==> src/rtl/rv32_pkg.sv <==
// rv32_pkg: shared opcodes, funct3 codes and FSM state for the RV32 MEM stage.
// Imported by rv32_mem_top and rv32_load_ext.
package rv32_pkg;

  localparam logic [6:0]  OPC_LOAD  = 7'b0000011;
  localparam logic [6:0]  OPC_STORE = 7'b0100011;

  localparam logic [2:0]  F3_LB  = 3'b000;
  localparam logic [2:0]  F3_LH  = 3'b001;
  localparam logic [2:0]  F3_LW  = 3'b010;
  localparam logic [2:0]  F3_LBU = 3'b100;
  localparam logic [2:0]  F3_LHU = 3'b101;

  localparam logic [2:0]  F3_SB  = 3'b000;
  localparam logic [2:0]  F3_SH  = 3'b001;
  localparam logic [2:0]  F3_SW  = 3'b010;

  localparam logic [31:0] NOP_INSN = 32'h00000013;

  typedef enum logic {
    S_IDLE,
    S_ACCESS
  } state_e;

endpackage

==> src/rtl/rv32_load_ext.sv <==
// rv32_load_ext: selects the byte/half lane of a read word and
// sign- or zero-extends it according to the load funct3.
module rv32_load_ext
  import rv32_pkg::*;
(
  input  logic [31:0] rdata,
  input  logic [1:0]  addr,
  input  logic [2:0]  funct3,
  output logic [31:0] data
);

  logic [7:0]  b;
  logic [15:0] h;

  always_comb begin
    b = rdata[7:0];
    unique case (addr)
      2'd0:    b = rdata[7:0];
      2'd1:    b = rdata[15:8];
      2'd2:    b = rdata[23:16];
      default: b = rdata[31:24];
    endcase
    h = addr[1] ? rdata[31:16] : rdata[15:0];
    data = rdata;
    unique case (1'b1)
      funct3 == F3_LB:  data = {{24{b[7]}}, b};
      funct3 == F3_LBU: data = {24'd0, b};
      funct3 == F3_LH:  data = {{16{h[15]}}, h};
      funct3 == F3_LHU: data = {16'd0, h};
      default:          data = rdata;
    endcase
  end

endmodule

==> src/rtl/rv32_mem_top.sv <==
// rv32_mem_top: RV32 memory-access stage driving a ready/valid data port.
// Define RV32_MEM_MISALIGN_TRAP_EN to trap misaligned accesses instead of aligning down.
module rv32_mem_top
  import rv32_pkg::*;
#(
  parameter logic [31:0] NOP_IW = NOP_INSN
) (
  input  logic        clk,
  input  logic        reset,
  input  logic [31:0] pc_in,
  input  logic [31:0] iw_in,
  input  logic [31:0] alu_in,
  input  logic [31:0] rs2_data_in,
  input  logic [4:0]  wb_reg_in,
  input  logic        wb_enable_in,
  input  logic        wb_from_mem_in,
  output logic        stall_out,
  output logic        dmem_req,
  output logic        dmem_we,
  output logic [31:0] dmem_addr,
  output logic [3:0]  dmem_be,
  output logic [31:0] dmem_wdata,
  input  logic        dmem_ready,
  input  logic [31:0] dmem_rdata,
  output logic [31:0] pc_out,
  output logic [31:0] iw_out,
  output logic [31:0] wb_data_out,
  output logic [4:0]  wb_reg_out,
  output logic        wb_enable_out,
  output logic        df_mem_enable,
  output logic [4:0]  df_mem_reg,
  output logic [31:0] df_mem_data,
  output logic        misalign_err
);

  state_e      state_q, state_d;
  logic        req_q, req_d;
  logic        we_q, we_d;
  logic [31:0] addr_q, addr_d;
  logic [3:0]  be_q, be_d;
  logic [31:0] wdata_q, wdata_d;
  logic [2:0]  f3_q, f3_d;
  logic [1:0]  a_q, a_d;
  logic [31:0] pcl_q, pcl_d;
  logic [31:0] iwl_q, iwl_d;
  logic [31:0] alul_q, alul_d;
  logic [4:0]  rdl_q, rdl_d;
  logic        enl_q, enl_d;
  logic [31:0] pco_q, pco_d;
  logic [31:0] iwo_q, iwo_d;
  logic [31:0] dato_q, dato_d;
  logic [4:0]  rdo_q, rdo_d;
  logic        eno_q, eno_d;

  logic [6:0]  opc;
  logic [2:0]  f3;
  logic [1:0]  a;
  logic        is_load;
  logic        is_store;
  logic        mem_op;
  logic        sz_byte;
  logic        sz_half;
  logic        trap;
  logic [3:0]  st_be;
  logic [31:0] st_wdata;
  logic [31:0] ld_data;
  logic        unused_ok;

  assign opc      = iw_in[6:0];
  assign f3       = iw_in[14:12];
  assign a        = alu_in[1:0];
  assign is_load  = opc == OPC_LOAD;
  assign is_store = opc == OPC_STORE;
  assign mem_op   = is_load || is_store;
  // Anything that is not byte or half is a word access.
  assign sz_byte  = (f3 == F3_LB) || (is_load && f3 == F3_LBU);
  assign sz_half  = (f3 == F3_LH) || (is_load && f3 == F3_LHU);
  assign unused_ok = ^{iw_in[31:15], iw_in[11:7], wb_from_mem_in};

`ifdef RV32_MEM_MISALIGN_TRAP_EN
  logic err_q, err_d;

  assign trap = mem_op &&
                (sz_half ? a[0] : (!sz_byte && a != 2'b00));
  assign err_d = (state_q == S_IDLE) && trap;
  assign misalign_err = err_q;

  always_ff @(posedge clk or posedge reset) begin
    if (reset) err_q <= 1'b0;
    else       err_q <= err_d;
  end
`else
  assign trap = 1'b0;
  assign misalign_err = 1'b0;
`endif

  always_comb begin
    st_be    = 4'b1111;
    st_wdata = rs2_data_in;
    unique case (1'b1)
      sz_byte: begin
        st_be    = 4'b0001 << a;
        st_wdata = {4{rs2_data_in[7:0]}};
      end
      sz_half: begin
        st_be    = a[1] ? 4'b1100 : 4'b0011;
        st_wdata = {2{rs2_data_in[15:0]}};
      end
      default: ;
    endcase
  end

  rv32_load_ext u_load_ext (
    .rdata  (dmem_rdata),
    .addr   (a_q),
    .funct3 (f3_q),
    .data   (ld_data)
  );

  always_comb begin
    state_d   = state_q;
    req_d     = req_q;
    we_d      = we_q;
    addr_d    = addr_q;
    be_d      = be_q;
    wdata_d   = wdata_q;
    f3_d      = f3_q;
    a_d       = a_q;
    pcl_d     = pcl_q;
    iwl_d     = iwl_q;
    alul_d    = alul_q;
    rdl_d     = rdl_q;
    enl_d     = enl_q;
    pco_d     = 32'd0;
    iwo_d     = NOP_IW;
    dato_d    = 32'd0;
    rdo_d     = 5'd0;
    eno_d     = 1'b0;
    stall_out = 1'b0;
    unique case (state_q)
      S_IDLE: begin
        if (mem_op && !trap) begin
          stall_out = 1'b1;
          state_d   = S_ACCESS;
          req_d     = 1'b1;
          we_d      = is_store;
          addr_d    = {alu_in[31:2], 2'b00};
          be_d      = st_be;
          wdata_d   = is_store ? st_wdata : 32'd0;
          f3_d      = f3;
          a_d       = a;
          pcl_d     = pc_in;
          iwl_d     = iw_in;
          alul_d    = alu_in;
          rdl_d     = wb_reg_in;
          enl_d     = wb_enable_in;
        end else if (!mem_op) begin
          pco_d  = pc_in;
          iwo_d  = iw_in;
          dato_d = alu_in;
          rdo_d  = wb_reg_in;
          eno_d  = wb_enable_in;
        end
      end
      S_ACCESS: begin
        if (dmem_ready) begin
          state_d = S_IDLE;
          req_d   = 1'b0;
          pco_d   = pcl_q;
          iwo_d   = iwl_q;
          dato_d  = we_q ? alul_q : ld_data;
          rdo_d   = rdl_q;
          eno_d   = enl_q;
        end else begin
          stall_out = 1'b1;
        end
      end
      default: state_d = S_IDLE;
    endcase
  end

  always_ff @(posedge clk or posedge reset) begin
    if (reset) begin
      state_q <= S_IDLE;
      req_q   <= 1'b0;
      we_q    <= 1'b0;
      addr_q  <= 32'd0;
      be_q    <= 4'd0;
      wdata_q <= 32'd0;
      f3_q    <= 3'd0;
      a_q     <= 2'd0;
      pcl_q   <= 32'd0;
      iwl_q   <= 32'd0;
      alul_q  <= 32'd0;
      rdl_q   <= 5'd0;
      enl_q   <= 1'b0;
      pco_q   <= 32'd0;
      iwo_q   <= NOP_IW;
      dato_q  <= 32'd0;
      rdo_q   <= 5'd0;
      eno_q   <= 1'b0;
    end else begin
      state_q <= state_d;
      req_q   <= req_d;
      we_q    <= we_d;
      addr_q  <= addr_d;
      be_q    <= be_d;
      wdata_q <= wdata_d;
      f3_q    <= f3_d;
      a_q     <= a_d;
      pcl_q   <= pcl_d;
      iwl_q   <= iwl_d;
      alul_q  <= alul_d;
      rdl_q   <= rdl_d;
      enl_q   <= enl_d;
      pco_q   <= pco_d;
      iwo_q   <= iwo_d;
      dato_q  <= dato_d;
      rdo_q   <= rdo_d;
      eno_q   <= eno_d;
    end
  end

  assign dmem_req      = req_q;
  assign dmem_we       = we_q;
  assign dmem_addr     = addr_q;
  assign dmem_be       = be_q;
  assign dmem_wdata    = wdata_q;
  assign pc_out        = pco_q;
  assign iw_out        = iwo_q;
  assign wb_data_out   = dato_q;
  assign wb_reg_out    = rdo_q;
  assign wb_enable_out = eno_q;
  assign df_mem_enable = eno_q;
  assign df_mem_reg    = rdo_q;
  assign df_mem_data   = dato_q;

endmodule
==> config.mk <==
export PLATFORM = sky130hd
export DESIGN_NAME = rv32_mem_top
export DESIGN_NICKNAME = d
export VERILOG_FILES = /design/src/rtl/rv32_pkg.sv /design/src/rtl/rv32_load_ext.sv /design/src/rtl/rv32_mem_top.sv
export SDC_FILE = /design/constraint.sdc
export NUM_CORES = 1
export LEC_CHECK = 0
export BUFFER_PORTS_ARGS = -buffer_cell sky130_fd_sc_hd__buf_2
export CAP_MARGIN = 20
export CORE_AREA = 2 2 147 149
export CTS_CLUSTER_SIZE = 24
export DETAILED_ROUTE_END_ITERATION = 12
export DIE_AREA = 0 0 149 151
export GPL_ROUTABILITY_DRIVEN = 0
export PLACE_DENSITY = 0.85
export SYNTH_ARGS = -nofsm -noshare
export SYNTH_HDL_FRONTEND = slang
export SYNTH_SLANG_ARGS = --single-unit
==> constraint.sdc <==
create_clock -name clk -period 18.13 [get_ports clk]
set_clock_uncertainty 0.1 [all_clocks]
set_input_delay 4.5325 -clock clk [delete_from_list [all_inputs] [get_ports clk]]
set_output_delay 4.5325 -clock clk [all_outputs]
set_load 0.01 [all_outputs]
Word level (Yosys, flattened, before mapping)
Cells that the tools add are included.
{"block": "totals", "regBits": 278, "input_bits": 170, "output_inout_bits": 212, "wordCells": 71}
{"block": "classes", "eq_ne": 12, "shifts": 1, "muxes": 29, "bitwise": 1, "n_reduce_logical": 10}
{"operator": "32-bit 2-to-1 mux", "count": 8}
{"operator": "32-bit case mux with 2 select lines", "count": 4}
{"operator": "32-bit case mux with 4 select lines", "count": 1}
{"operator": "8-bit case mux with 3 select lines", "count": 1}
{"operator": "16-bit 2-to-1 mux", "count": 1}
{"operator": "3-bit == test, second input constant", "count": 4}
{"operator": "5-bit 2-to-1 mux", "count": 2}
{"operator": "5-bit case mux with 2 select lines", "count": 1}
{"operator": "4-bit case mux with 2 select lines", "count": 1}
{"operator": "7-bit by 2-bit == test with 1-bit output, second input constant", "count": 1}
{"operator": "7-bit by 6-bit == test with 1-bit output, second input constant", "count": 1}
{"operator": "3-bit by 1-bit == test with 1-bit output, second input constant", "count": 2}
{"operator": "3-bit logical NOT", "count": 2}
{"operator": "1-bit 2-to-1 mux", "count": 6}
{"operator": "1-bit case mux with 2 select lines", "count": 3}
{"operator": "4-bit 2-to-1 mux", "count": 1}
{"operator": "2-bit != test, second input constant", "count": 2}
{"operator": "2-bit AND reduction", "count": 2}
{"operator": "1-bit by 2-bit left shift with 4-bit output, first input constant", "count": 1}
{"operator": "1-bit logical OR", "count": 3}
{"operator": "2-bit by 1-bit == test with 1-bit output, second input constant", "count": 1}
{"operator": "2-bit == test, second input constant", "count": 1}
{"operator": "1-bit logical AND", "count": 2}
{"operator": "2-bit logical NOT", "count": 1}
{"operator": "1-bit inverter", "count": 1}

Logic depth before layout (Yosys ltp)
{"block": "logic_depth", "depth_word": 6, "ltp_mapped": 8, "mapped_depth_nobuf": 5}

Modules after synthesis
From an unflattened synthesis, not the netlist that was laid out.
{"block": "hier_totals", "hier_cells": 1068, "area_unflattened_um2": 10904.2}
{"module": "rv32_mem_top", "n_inst": 1, "cells_per_inst": 936, "area_each_um2": 9938.3, "seq_area_each_um2": 6084.6}
{"module": "rv32_load_ext", "n_inst": 1, "cells_per_inst": 132, "area_each_um2": 965.9, "seq_area_each_um2": 0.0}

Least setup slack after synthesis
No wires, ideal clock.
{"block": "synth_timing", "path_type": "input to output", "startpoint": "in iw_in[3]", "endpoint": "out stall_out", "arrival_time_ps": 5822, "required_ps": 13497, "setup_slack_ps": 7675, "path_stages": 7, "n_path_buf": 3, "cell_sequence": "nand4bb_1 -> or3_1 -> nor2b_1 -> buf_2 -> buf_6 -> buf_2 -> nor2_1"}
{"block": "synth_via", "elab_chain_cells": 4, "elab_cells_between_ends": 5, "cone_classes": "eq/ne: 2; mux: 2; reduce/logical: 1"}
{"item": "from (decl)", "line": "rv32_mem_top.sv:11", "rtl": "input logic [31:0] iw_in,"}
{"item": "7-bit by 2-bit == test with 1-bit output or 7-bit by 6-bit == test with 1-bit output (tied branches)", "line": "rv32_mem_top.sv:72, rv32_mem_top.sv:73"}
{"item": "1-bit logical OR *", "line": "rv32_mem_top.sv:74", "rtl": "assign mem_op = is_load || is_store;"}
{"item": "1-bit 2-to-1 mux *", "line": "rv32_mem_top.sv:142", "rtl": "if (mem_op && !trap) begin"}
{"item": "1-bit case mux with 2 select lines *", "line": "rv32_mem_top.sv:140", "rtl": "unique case (state_q)"}
{"item": "to (decl)", "line": "rv32_mem_top.sv:17", "rtl": "output logic stall_out,"}
Mark *: on every way between the ends. The rest lies on a longest branch, timed or not.

Worst setup path in the final report
Ends and elaborated chain as after synthesis.

==> summary.txt <==
Floorplanning
  • Die width: 149 um
  • Core Rows: 53
  • CORE AREA: 0.0208 sq mm
  • Starting density of the core: 49.5%
  • I/O pins: 382
  • DIE HEIGHT: 151 um
  • Area of the die: 0.0225 sq mm

Routing
  • Drt via density: 5.44
  • Final antenna-violating net count: 0
  • DR pass1 iterations: 6
  • Vias: 8879
  • Routed WL per cell: 18.6 um
  • Initial DRC count: 703
  • Post-Route WL: 30.4 mm
  • DRC: 0

Timing
  • Relative slew slack: 21.6%
  • Crit path time final: 10.41 ns
  • Final Hold Vio Count: 0
  • Hold Worst Slack: 0.369 ns
  • Max-slew violations: 0
  • Maximum clock rate: 0.0960 GHz
  • Setup tns final: 0 ns
  • Unrepaired setup endpoints after global routing: no
  • Slew @ Worst Pin: 1.17 ns
  • Final setup viols: 0
  • Final Cycle Share: 57.4%

Synth
  • Ys flop type: dfrtp_1
  • Yosys reg bits: 243
  • Post-Syn Area: 0.0103 sq mm
  • Number of synthesized flops with an enable pin: 0
  • Syn Area/Cell: 10.0 sq um
  • Number of cells produced by synthesis: 1030
  • Netlist cell types: 39
  • FFs w/ async S/R, synth: 100%
  • Ys Warns: 0
  • Post-synthesis sequential area ratio: 59.1%

Critical path
  • Critical path peak fanout: 3
  • Max stage delay cell, worst path: or3_1
  • Critical path cell sequence: buf_2 > nand4bb_1 > or3_1 > nor2b_4 > nor2_1 > buf_2
  • Buffers & Inverters on Critical Path: 2
  • Worst Path Required: 13.50 ns
  • Worst reg2reg path depth: 4
  • WS Path Type: in2out
  • Crit start category: input pin
  • FF-to-FF Start: dmem_we
  • Endpoint kind of the worst setup timing path: output port
  • Worst R2R End: df_mem_data[30]
  • Cell repeated most along the worst path: buf_2
  • R2R setup slack: 15.55 ns
  • Largest delay share family, worst path: simple AND/OR/NAND/NOR gates
  • Critical Path AT: 5.78 ns
  • Max incr delay on CP: 0.41 ns

Clock tree
  • Clock latency on the worst-skew pair: 0.52 ns
  • CTS resizes: 0
  • CTS tree: yes
  • Clk sinks: 243
  • Post-CTS setup buffers: 0
  • CTS Buf Count: 25
  • Hold Buf Count CTS: 0
  • Clock Pin Slew Worst Setup and Hold Paths: 0.06 ns
  • CTS root buf: clkbuf_16
  • Clock buffer depth: 3
  • CTS HTree Levels: 1

Layout
  • Most frequent cells in the layout: 377 x buf_2, 374 x nand2_1, 240 x dfrtp_1, 64 x a22o_1, 39 x o21ai_0
  • Nets: 1506
  • Seq. cell area: 0.00608 sq mm
  • Area occupied by multi-input gates: 0.00356 sq mm
  • Synth-to-layout area growth: 24.9%
  • Fraction of layout cells with a size suffix above 1: 33.2%
  • Fillcell total: 1669
  • Commonest non-fill, non-tap cell in the layout: buf_2

Global route
  • Largest net degree at the start of global routing: 100
  • First-pass GRT wire length: 46.3 mm
  • Total Routing Usage GR: 26.1%
  • Vias in the first global route: 8767
  • Gr ovfl total: 0
  • Antenna violations before repair: 1

Power and ir drop
  • Worst vdd ir: 64.4 uV
  • Pleak: 7.07 nW
  • Pwr/cell area: 130 mW/mm^2

Job
  • Max_cap viols: 0

Place
  • PortBufs: 377
  • HPWL after DPL: 20.9 mm

Min path
  • HP Class: reg2reg
  • Hold_sp: dmem_wdata[23]
  • Hold path depth: 2
  • Hold Crit Endpoint: dmem_wdata[23]

Status
  • Status: finished clean
==> worst max path at each step <==
stage / from / end / slack (ns) / cells past startpoint
final: iw_in[3] / stall_out / 7.72 / 6
after global routing: iw_in[3] / stall_out / 7.64 / 6
after CTS: iw_in[2] / stall_out / 7.19 / 6
after detailed placement: iw_in[2] / stall_out / 7.20 / 6
after global placement: iw_in[2] / stall_out / 7.26 / 6
after floorplan: reset / a_q[0] / 6.83 / 1
==> power breakdown <==
group | switching, mW | internal [mW] | total, mW
combinational | 0.244 | 0.170 | 0.414
clock | 0.212 | 0.311 | 0.523
sequential | 0.0727 | 0.656 | 0.729
==> per-layer routing <==
layer | routed length [um] | vias to the layer above | track usage, %
met5 | 0 | - | 0
met4 | 995 | 0 | 9.00
met3 | 2900 | 78 | 5.63
met2 | 14800 | 500 | 44.6
met1 | 11700 | 4290 | 33.1
li1 | - | 4011 | -
==> worst reg2reg max path, stage by stage, from the launching register on <==
cell and delay (ns):
dfrtp_1 0.70, inv_1 0.33, nor2_2 0.97, a22oi_1 0.16, o21ai_0 0.20
==> Yosys cell counts, drive strengths merged (2+ instances only) <==
master     n  area (sq um)
nand2    374          1400
dfrtp    240          6010
buf       80           523
a22o      64           561
o21ai     47           235
clkbuf    30           113
mux2i     24           240
nor2b     20           125
nand3     18          90.1
a22oi     17           128
nor2      14          52.6
inv       13          48.8
a21oi     11          55.1
mux2      11           124
nand2b     9          56.3
o2111ai    8          70.1
a221o      7          70.1
a221oi     7          61.3
a211oi     5          37.5
a32o       5          50.1
and2       5          31.3
a31oi      3          18.8
dfstp      3          78.8
o21bai     3          22.5
o22a       2          17.5
or4        2          18.8
==> logic make-up (layout without fill, tap and decap cells) <==
family          Yosys count  after routing  synth area share (%)
compound gates          182            182                  13.1
mux                      35             35                  3.53
simple gates            446            446                  17.6
flops                   243            243                  59.1
buf+inv                 123            446                  6.64
other cells               1              4                0.0364
==> layout make-up <==
type,instances,area share (%)
antenna,1,0.0195
sequential,243,47.3
tap,275,2.67
timing repair buffer,387,15.3
clock inverter,9,0.788
multi-input combinational,666,27.7
clock buffer,37,5.76
inverter,13,0.438
==> metrics by stage <==
step                      cell area (sq um)  instances  power (mW)  util, %  worst slack [ns]
after CTS                             12800       1629        1.67     61.7              7.19
after detailed placement              12000       1583        1.15     57.6              7.20
after floorplan                       10300       1032       0.982        -              6.83
after global placement                12000       1583        1.13     57.6              7.26
after global routing                  12900       1631        1.75     61.8              7.64
final                                 12900       1631        1.67     61.8              7.72
Note: power is estimated with default switching activity, not from simulation.
